==> src/rtl/instruction_fetch_stage.sv <==
// Purpose : Quinta front end; owns the PC, issues in-order word fetches and
//           presents fetched {pc, instruction} to decode via an output register.
// Latency : response captured at edge t is visible on the outputs after edge t+1.
// Backpr. : decode stall holds the outputs; requests stop once in-flight plus
//           buffered words reach FIFO_DEPTH; branch redirects flush and drop stale words.
//
// Ports:
//   clk, rst                      rising-edge clock, async active-high reset
//   imem_req_valid/ready/addr     fetch request channel (valid/ready)
//   imem_rsp_valid/data           in-order fetch responses (valid only)
//   stall                         decode hold
//   branch_taken/branch_target    redirect from execute
//   instruction/pc/instruction_valid   registered output to decode

// Generic synchronous FIFO with flush. DEPTH must be a power of two (>= 2).
// Latency: a pushed entry can be popped from the next cycle (no bypass).
// Backpressure: pushes while full are dropped unless a pop frees a slot.
module fetch_fifo #(
  parameter int WIDTH = 32,
  parameter int DEPTH = 4
) (
  input  logic                     clk,
  input  logic                     rst,
  input  logic                     flush_i,
  input  logic                     push_vld_i,
  input  logic [WIDTH-1:0]         push_dat_i,
  input  logic                     pop_rdy_i,
  output logic [WIDTH-1:0]         pop_dat_o,
  output logic [$clog2(DEPTH):0]   count_o
);
  localparam int AW = $clog2(DEPTH);
  localparam logic [AW:0] FULL_CNT = (AW+1)'(DEPTH);

  logic [WIDTH-1:0] mem_q [DEPTH];
  logic [AW-1:0]    rd_ptr_q, rd_ptr_d;
  logic [AW-1:0]    wr_ptr_q, wr_ptr_d;
  logic [AW:0]      count_q, count_d;
  logic             do_push, do_pop;

  assign do_pop  = pop_rdy_i && (count_q != '0);
  assign do_push = push_vld_i && ((count_q != FULL_CNT) || do_pop);

  always_comb begin
    rd_ptr_d = rd_ptr_q;
    wr_ptr_d = wr_ptr_q;
    count_d  = count_q;
    if (flush_i) begin
      rd_ptr_d = '0;
      wr_ptr_d = '0;
      count_d  = '0;
    end else begin
      if (do_push) wr_ptr_d = wr_ptr_q + 1'b1;
      if (do_pop)  rd_ptr_d = rd_ptr_q + 1'b1;
      count_d = count_q + (AW+1)'(do_push) - (AW+1)'(do_pop);
    end
  end

  always_ff @(posedge clk or posedge rst) begin
    if (rst) begin
      rd_ptr_q <= '0;
      wr_ptr_q <= '0;
      count_q  <= '0;
    end else begin
      rd_ptr_q <= rd_ptr_d;
      wr_ptr_q <= wr_ptr_d;
      count_q  <= count_d;
    end
  end

  // Storage needs no reset: the count alone decides what is valid.
  always_ff @(posedge clk) begin
    if (do_push && !flush_i) mem_q[wr_ptr_q] <= push_dat_i;
  end

  assign pop_dat_o = mem_q[rd_ptr_q];
  assign count_o   = count_q;
endmodule

module instruction_fetch_stage #(
  parameter logic [31:0] RESET_PC   = 32'h0000_0000,
  parameter int          FIFO_DEPTH = 4
) (
  input  logic        clk,
  input  logic        rst,
  output logic        imem_req_valid,
  input  logic        imem_req_ready,
  output logic [31:0] imem_req_addr,
  input  logic        imem_rsp_valid,
  input  logic [31:0] imem_rsp_data,
  input  logic        stall,
  input  logic        branch_taken,
  input  logic [31:0] branch_target,
  output logic [31:0] instruction,
  output logic [31:0] pc,
  output logic        instruction_valid
);
  typedef logic [31:0] instruction_t;

  typedef struct packed {
    logic [31:0]  pc;
    instruction_t word;
  } fetch_entry_t;

  localparam int           CW        = $clog2(FIFO_DEPTH) + 1;
  localparam instruction_t NOP       = 32'h0000_0013;
  localparam logic [31:0]  START_PC  = {RESET_PC[31:2], 2'b00};
  localparam logic [CW:0]  CREDITS   = (CW+1)'(FIFO_DEPTH);

  // Program counter and flow-control counters.
  logic [31:0]   fetch_pc_q, fetch_pc_d;
  logic [CW-1:0] outstanding_q, outstanding_d;
  logic [CW-1:0] drop_cnt_q, drop_cnt_d;

  // Output register.
  instruction_t  instr_q, instr_d;
  logic [31:0]   pc_q, pc_d;
  logic          vld_q, vld_d;

  // Queue/FIFO handshakes.
  logic          flushing;
  logic          req_fire;
  logic          rsp_take;
  logic          rsp_keep;
  logic          tag_pop;
  logic          fifo_pop;
  logic [31:0]   tag_dat;
  logic [CW-1:0] tag_count;
  logic [CW-1:0] fifo_count;
  logic [CW:0]   credits_used;
  fetch_entry_t  push_entry;
  fetch_entry_t  pop_entry;
  logic [63:0]   pop_raw;

  // Non-zero drop count means stale responses from before a redirect are
  // still on their way and must be discarded.
  assign flushing = (drop_cnt_q != '0);

  // Words in flight plus words buffered share one credit pool, so the FIFO
  // can always absorb every response that comes back.
  assign credits_used   = {1'b0, outstanding_q} + {1'b0, fifo_count};
  assign imem_req_valid = !rst && !flushing && !branch_taken && (credits_used < CREDITS);
  assign imem_req_addr  = fetch_pc_q;

  assign req_fire = imem_req_valid && imem_req_ready;

  // A response with nothing outstanding (e.g. one issued before a reset)
  // is not ours and changes nothing.
  assign rsp_take = imem_rsp_valid && (outstanding_q != '0);

  // The tag queue only holds tags for live requests; it is flushed on a
  // redirect, so stale responses must not pop it.
  assign tag_pop  = rsp_take && !flushing;
  assign rsp_keep = tag_pop && !branch_taken;

  assign fifo_pop = !branch_taken && !stall && (fifo_count != '0);

  assign push_entry.pc   = tag_dat;
  assign push_entry.word = imem_rsp_data;
  assign pop_entry       = fetch_entry_t'(pop_raw);

  fetch_fifo #(
    .WIDTH(32),
    .DEPTH(FIFO_DEPTH)
  ) u_tag_q (
    .clk       (clk),
    .rst       (rst),
    .flush_i   (branch_taken),
    .push_vld_i(req_fire),
    .push_dat_i(fetch_pc_q),
    .pop_rdy_i (tag_pop),
    .pop_dat_o (tag_dat),
    .count_o   (tag_count)
  );

  fetch_fifo #(
    .WIDTH($bits(fetch_entry_t)),
    .DEPTH(FIFO_DEPTH)
  ) u_prefetch_q (
    .clk       (clk),
    .rst       (rst),
    .flush_i   (branch_taken),
    .push_vld_i(rsp_keep),
    .push_dat_i(push_entry),
    .pop_rdy_i (fifo_pop),
    .pop_dat_o (pop_raw),
    .count_o   (fifo_count)
  );

  // Counter and PC next state.
  always_comb begin
    fetch_pc_d    = fetch_pc_q;
    outstanding_d = outstanding_q + CW'(req_fire) - CW'(rsp_take);
    drop_cnt_d    = drop_cnt_q;

    if (branch_taken) begin
      fetch_pc_d = {branch_target[31:2], 2'b00};
      // Everything still outstanding after this cycle's response is stale.
      // No request fires this cycle, so outstanding_d is exactly that count.
      drop_cnt_d = outstanding_d;
    end else begin
      if (req_fire) fetch_pc_d = fetch_pc_q + 32'd4;
      if (flushing && rsp_take) drop_cnt_d = drop_cnt_q - 1'b1;
    end
  end

  // Output register next state: redirect beats stall, stall beats pop.
  always_comb begin
    instr_d = instr_q;
    pc_d    = pc_q;
    vld_d   = vld_q;
    if (branch_taken) begin
      instr_d = NOP;
      vld_d   = 1'b0;
    end else if (!stall) begin
      if (fifo_pop) begin
        instr_d = pop_entry.word;
        pc_d    = pop_entry.pc;
        vld_d   = 1'b1;
      end else begin
        instr_d = NOP;
        vld_d   = 1'b0;
      end
    end
  end

  always_ff @(posedge clk or posedge rst) begin
    if (rst) begin
      fetch_pc_q    <= START_PC;
      outstanding_q <= '0;
      drop_cnt_q    <= '0;
      instr_q       <= NOP;
      pc_q          <= '0;
      vld_q         <= 1'b0;
    end else begin
      fetch_pc_q    <= fetch_pc_d;
      outstanding_q <= outstanding_d;
      drop_cnt_q    <= drop_cnt_d;
      instr_q       <= instr_d;
      pc_q          <= pc_d;
      vld_q         <= vld_d;
    end
  end

  assign instruction       = instr_q;
  assign pc                = pc_q;
  assign instruction_valid = vld_q;

  // Target low bits are ignored; the tag queue occupancy tracks outstanding
  // in FETCH mode and is not needed as a separate control.
  logic unused_ok;
  assign unused_ok = ^{branch_target[1:0], tag_count};
endmodule

==> config.mk <==
export PLATFORM = sky130hd
export DESIGN_NAME = instruction_fetch_stage
export DESIGN_NICKNAME = d
export VERILOG_FILES = /design/src/rtl/instruction_fetch_stage.sv
export SDC_FILE = /design/constraint.sdc
export NUM_CORES = 1
export LEC_CHECK = 0
export CORE_MARGIN = 4
export CORE_UTILIZATION = 35
export CTS_CLUSTER_DIAMETER = 200
export DETAILED_ROUTE_END_ITERATION = 12
export PLACE_DENSITY_LB_ADDON = 0.15
export SLEW_MARGIN = 0
export SYNTH_ARGS = -nofsm -noshare
export SYNTH_HDL_FRONTEND = slang
export SYNTH_SLANG_ARGS = --single-unit
==> constraint.sdc <==
create_clock -name clk -period 3.8 [get_ports clk]
set_clock_uncertainty 0.05 [all_clocks]
set_input_delay 0.57 -clock clk [delete_from_list [all_inputs] [get_ports clk]]
set_output_delay 0.57 -clock clk [all_outputs]
set_load 0.1 [all_outputs]
Word-level counts from Yosys, hierarchy flattened
Memories as Yosys holds them, arrays and structs flattened. Index checks and enable logic that the tools add are counted.

Flip-flop bits (word level): 117. Bits in writable memories: 384. Logic and storage cells: 90. Memories kept: 2.

Memory list: u_prefetch_q.mem_q (words 4, width 64, read ports 1, clocked after Yosys merged registers in 0, write ports 1, line 34) `logic [WIDTH-1:0] mem_q [DEPTH];`; u_tag_q.mem_q (words 4, width 32, read ports 1, clocked after Yosys merged registers in 0, write ports 1, line 34).

Add/sub/neg operators: 13. Magnitude comparators: 1. Equal/unequal tests: 3. Mux-type cells: 24. Bitwise operators: 2. Reduce and logical (&&, ||, !) cells: 33.

Operators by type and width (count): 32-bit 2-to-1 mux (5); 32-bit by 3-bit adder with 32-bit output (second input constant) (1); 1-bit logical AND (16); 2-bit 2-to-1 mux (8); 3-bit 2-to-1 mux (4); 2-bit nonzero test (6); 3-bit nonzero test (4); 3-bit by 1-bit adder with 3-bit output (3); 3-bit by 1-bit subtractor with 3-bit output (3); 2-bit by 1-bit adder with 2-bit output (second input constant) (4); 1-bit 2-to-1 mux (7); 3-bit inequality test (second input constant) (2); 3-bit by 3-bit adder with 4-bit output (1); 1-bit logical NOT (4); 4-bit by 3-bit < comparator with 1-bit output (second input constant) (1); 3-bit AND reduction (1); 3-bit by 1-bit subtractor with 3-bit output (second input constant) (1); 1-bit logical OR (2); 2-bit by 1-bit inequality test with 1-bit output (second input constant) (1); 1-bit NOT (2).

Logic depth before layout (Yosys ltp)
Word-level depth: 10. Depth in mapped cells: 15. Gate-level depth less buffers: 13.

By module
From an unflattened synthesis, not the netlist that was laid out.

Cells, all modules: 1064. Area, all modules: 19428.6 um2.

By module, submodules not included: fetch_fifo (u_prefetch_q) (instances 1, cells an instance 378, area an instance 9689.3 um2); fetch_fifo (u_tag_q) (instances 1, cells an instance 212, area an instance 5092.4 um2); instruction_fetch_stage (instances 1, cells an instance 474, area an instance 4647.0 um2).

Worst setup path after synthesis
No wires, ideal clock.

Kind: reg-to-reg. Start point: register drop_cnt_q[0]. End point: memory u_prefetch_q.mem_q[1][0] (netlist name), enable pin. Setup time: 0.426 ns. Arrival: 2.907 ns. Path slack: 0.417 ns. Stages on the path, launching flop included: 7. Buffers on the path: 0. Path through: dfrtp_1 inv_1 ha_1 nor2b_1 nand3b_1 a311oi_1 and2_1.

Word-level cells in the longest chain between the ends: 8.

Ends and longest elaborated chain: start, declared (line 112) `logic [CW-1:0] drop_cnt_q, drop_cnt_d;`; start signal, assigned (line 237) `drop_cnt_q <= drop_cnt_d;`; 3-bit nonzero test (line 136) `assign flushing = (drop_cnt_q != '0);`; 1-bit logical NOT (line 152) `assign tag_pop = rsp_take && !flushing;`; 1-bit logical AND (line 152); 1-bit logical AND (line 153) `assign rsp_keep = tag_pop && !branch_taken;`; 1-bit logical AND (line 41) `assign do_push = push_vld_i && ((count_q != FULL_CNT) || do_pop);`; 1-bit logical AND (line 72) `if (do_push && !flush_i) mem_q[wr_ptr_q] <= push_dat_i;`; 1-bit 2-to-1 mux (line 72); 1-bit 2-to-1 mux (not written as such) (line 72); end, declared (line 34).

No other way between the ends.

Worst setup path in the final report
Start point: register fetch_pc_q[10] (netlist: imem_req_addr[10]). End point: output port imem_req_addr[10].

RTL lines: start, declared (line 110) `logic [31:0] fetch_pc_q, fetch_pc_d;`; start signal, assigned (line 235) `fetch_pc_q <= fetch_pc_d;`; end, declared (line 87) `output logic [31:0] imem_req_addr,`.

No word-level cell between the ends.

==> key figures <==
Outcome
  • Status: complete, no violations

CTS
  • CTS tree: done
  • Clk slew on worst S/H paths: 60 ps
  • Post-CTS Setup Bufs: 0
  • # hold bufs at CTS: 0
  • H-Tree Depth: 2
  • Clock tree sinks: 481
  • CTS buffer count: 53
  • Resize count post-CTS: 0
  • Clk_lat worst skew: 580 ps
  • CTS max path bufs: 3
  • CTS root buf: clkbuf_16

Setup path
  • Arr. time, crit path: 2450 ps
  • Crit-path slowest cell: clkdlybuf4s50_1
  • CP Buf/Inv Count: 1
  • Startpoint types: flop
  • CP max FO: 13
  • Crit path cell chain: clkdlybuf4s50_1
  • Critical path capture point type: primary output
  • Max stage delay on crit path: 1230 ps
  • Req. time, crit path: 3180 ps
  • Kind of critical path: reg2out
  • Top delay family on crit path: buffers and inverters

Global routing
  • Global router's overall resource usage: 0.143
  • Largest net degree at the start of global routing: 68
  • First-pass GRT wire length: 63000 um
  • GRT Residual Overflow: 0
  • Number of global-route vias before repair: 10200
  • Initial antenna violation count: 0

Yosys
  • Main synth FF type: edfxtp_1
  • Post-synth top area share: 0.592
  • Top-count cell post-synth: edfxtp_1
  • Synth cell count leaders: edfxtp_1, nand2_1, dfrtp_1
  • Synthesized area: 0.0187 mm2
  • Post-Syn Area per Cell: 18.3 um2
  • Unique masters post-synth: 57
  • Yosys reg bits: 481
  • EDFF count, synth: 368
  • Sequential share of the synthesized area: 0.744
  • Synth async-reset ratio: 0.235
  • Synth Warn #: 0
  • Mapped Cells: 1017
  • Largest area contributor in the netlist: edfxtp_1
  • Top cells by area, synth: edfxtp_1, dfrtp_1, mux4_2

Floorplanning
  • Die W: 239 um
  • Ports: 168
  • Die Ht: 239 um
  • Initial Util: 0.354
  • CORE AREA: 0.0527 mm2
  • FP Rows: 84
  • DIE AREA: 0.0571 mm2

STA
  • Final hold viol count: 0
  • Setup TNS Final: 0 ps
  • Setup Viol. Count Final: 0
  • Relative slew slack: 0.257
  • Final-report max-slew violation count: 0
  • Fin crit share: 0.809
  • RSZ-0062 raised after global routing: false
  • Period minus WS final: 3070 ps
  • Setup slack after layout: 727 ps
  • Worst-Margin Slew: 1110 ps
  • Achievable frequency: 325 MHz

Drt
  • Drt pass-1 iters: 5
  • Final wirelength: 40500 um
  • Drt first-iter violations: 600
  • Residual DRC: 0
  • Antenna-violating nets left: 0
  • Via density per instance: 4.92
  • Routed len/inst: 20.9 um
  • Total number of vias: 9533

Hold path
  • Hold Path Class: in2async

Cells and area
  • Share of cells above drive strength 1: 0.175
  • # fillers: 4620
  • # nets final: 1297
  • Fin util: 0.435
  • Layout area overhead: 22.8%
  • Post-route insts no fill: 1936
  • Post-route design area: 0.0229 mm2
  • Ant diodes: 0

Placed design
  • Placed insts: 1838
  • Routability Congestion: 0.741
  • Port Buffers: 161
  • Area after DPL: 0.0212 mm2
  • Post-DP HPWL: 23500 um
  • Dpl ws: 656 ps

Power and ir drop
  • Leak pwr: 7.93 nW
  • Worst ir drop on vdd: 0.338 mV
  • PD cells: 670 mW/mm2

Flow run
  • Max-cap viol count: 0
==> flip-flops by register name, summed over array words and instances, names as in the netlist <==
signal	count
drop_cnt_q	3
imem_req_addr	30
instruction	32
instruction_valid	1
outstanding_q	3
pc	30
u_prefetch_q.count_o	3
u_prefetch_q.mem_q	248
u_prefetch_q.rd_ptr_q	2
u_prefetch_q.wr_ptr_q	2
u_tag_q.count_o	3
u_tag_q.mem_q	120
u_tag_q.rd_ptr_q	2
u_tag_q.wr_ptr_q	2
==> metal layers <==
layer | up-vias | GRT usage | part of all wire
li1 | 4343 | - | -
met1 | 4899 | 0.205 | 0.47
met2 | 222 | 0.226 | 0.46
met3 | 69 | 0.0303 | 0.045
met4 | 0 | 0.0360 | 0.023
met5 | - | 0 | 0
==> area by class of cell <==
cell class,count,area [um2],area share
inverter,20,82.6,0.00360
multi-input combinational,467,4470,0.195
timing repair buffer,182,1850,0.0807
sequential,481,13900,0.606
tap,688,861,0.0376
clock inverter,17,244,0.0106
clock buffer,81,1520,0.0664
==> path summary, 6_finish.rpt <==
kind | startpoint | to | slack [ps] | cells past startpoint
setup / recovery | imem_req_addr[10] | imem_req_addr[10] | 730 | 1
hold / removal | rst | drop_cnt_q[1] | 400 | 2
setup reg to reg | u_prefetch_q.count_o[2] | drop_cnt_q[1] | 990 | 11
hold reg to reg | pc[25] | pc[25] | 420 | 2
max in group asynchronous | rst | imem_req_addr[21] | 2420 | 3
min in group clk | pc[25] | pc[25] | 420 | 2
==> cells by family (layout without fill, tap and decap cells) <==
kind of cell	after synthesis	in the layout	share of synthesized area
muxes	101	101	0.116
adders and majority gates	22	22	0.0160
AOI/OAI and AO/OA	84	84	0.0351
buffers and inverters	72	300	0.0176
other	1	4	0.000201
xor gates and xnor gates	22	22	0.0103
and+or+nand+nor	234	234	0.0607
DFF	481	481	0.744
==> metrics by stage <==
stage          hold slack (ps)  total power [W]
5_1_grt                    439           0.0160
3_3_place_gp               410           0.0103
2_1_floorplan              473          0.00931
4_1_cts                    382           0.0156
3_5_place_dp               412           0.0104
6_report                   396           0.0153
==> report_power, final <==
part           internal [W]  switching (W)
clock network       0.00316        0.00202
logic               0.00114        0.00258
registers           0.00607       0.000380
==> layout by cell type, fill, tap and decap left out, types with 8 or more instances in the layout <==
master and instances:
clkbuf_16 53, edfxtp_1 368, clkbuf_8 9, clkbuf_1 19, nand3_1 13, nor2_1 26, nor3_1 8, inv_1 17
dfrtp_1 106, mux4_2 92, ha_1 19, xor2_1 9, nand2_1 135, xnor2_1 13, o21ai_0 16, nand4_1 10
buf_4 15, clkdlybuf4s50_1 159, a22o_1 29
No activity file was read; power rests on OpenSTA's default activity.
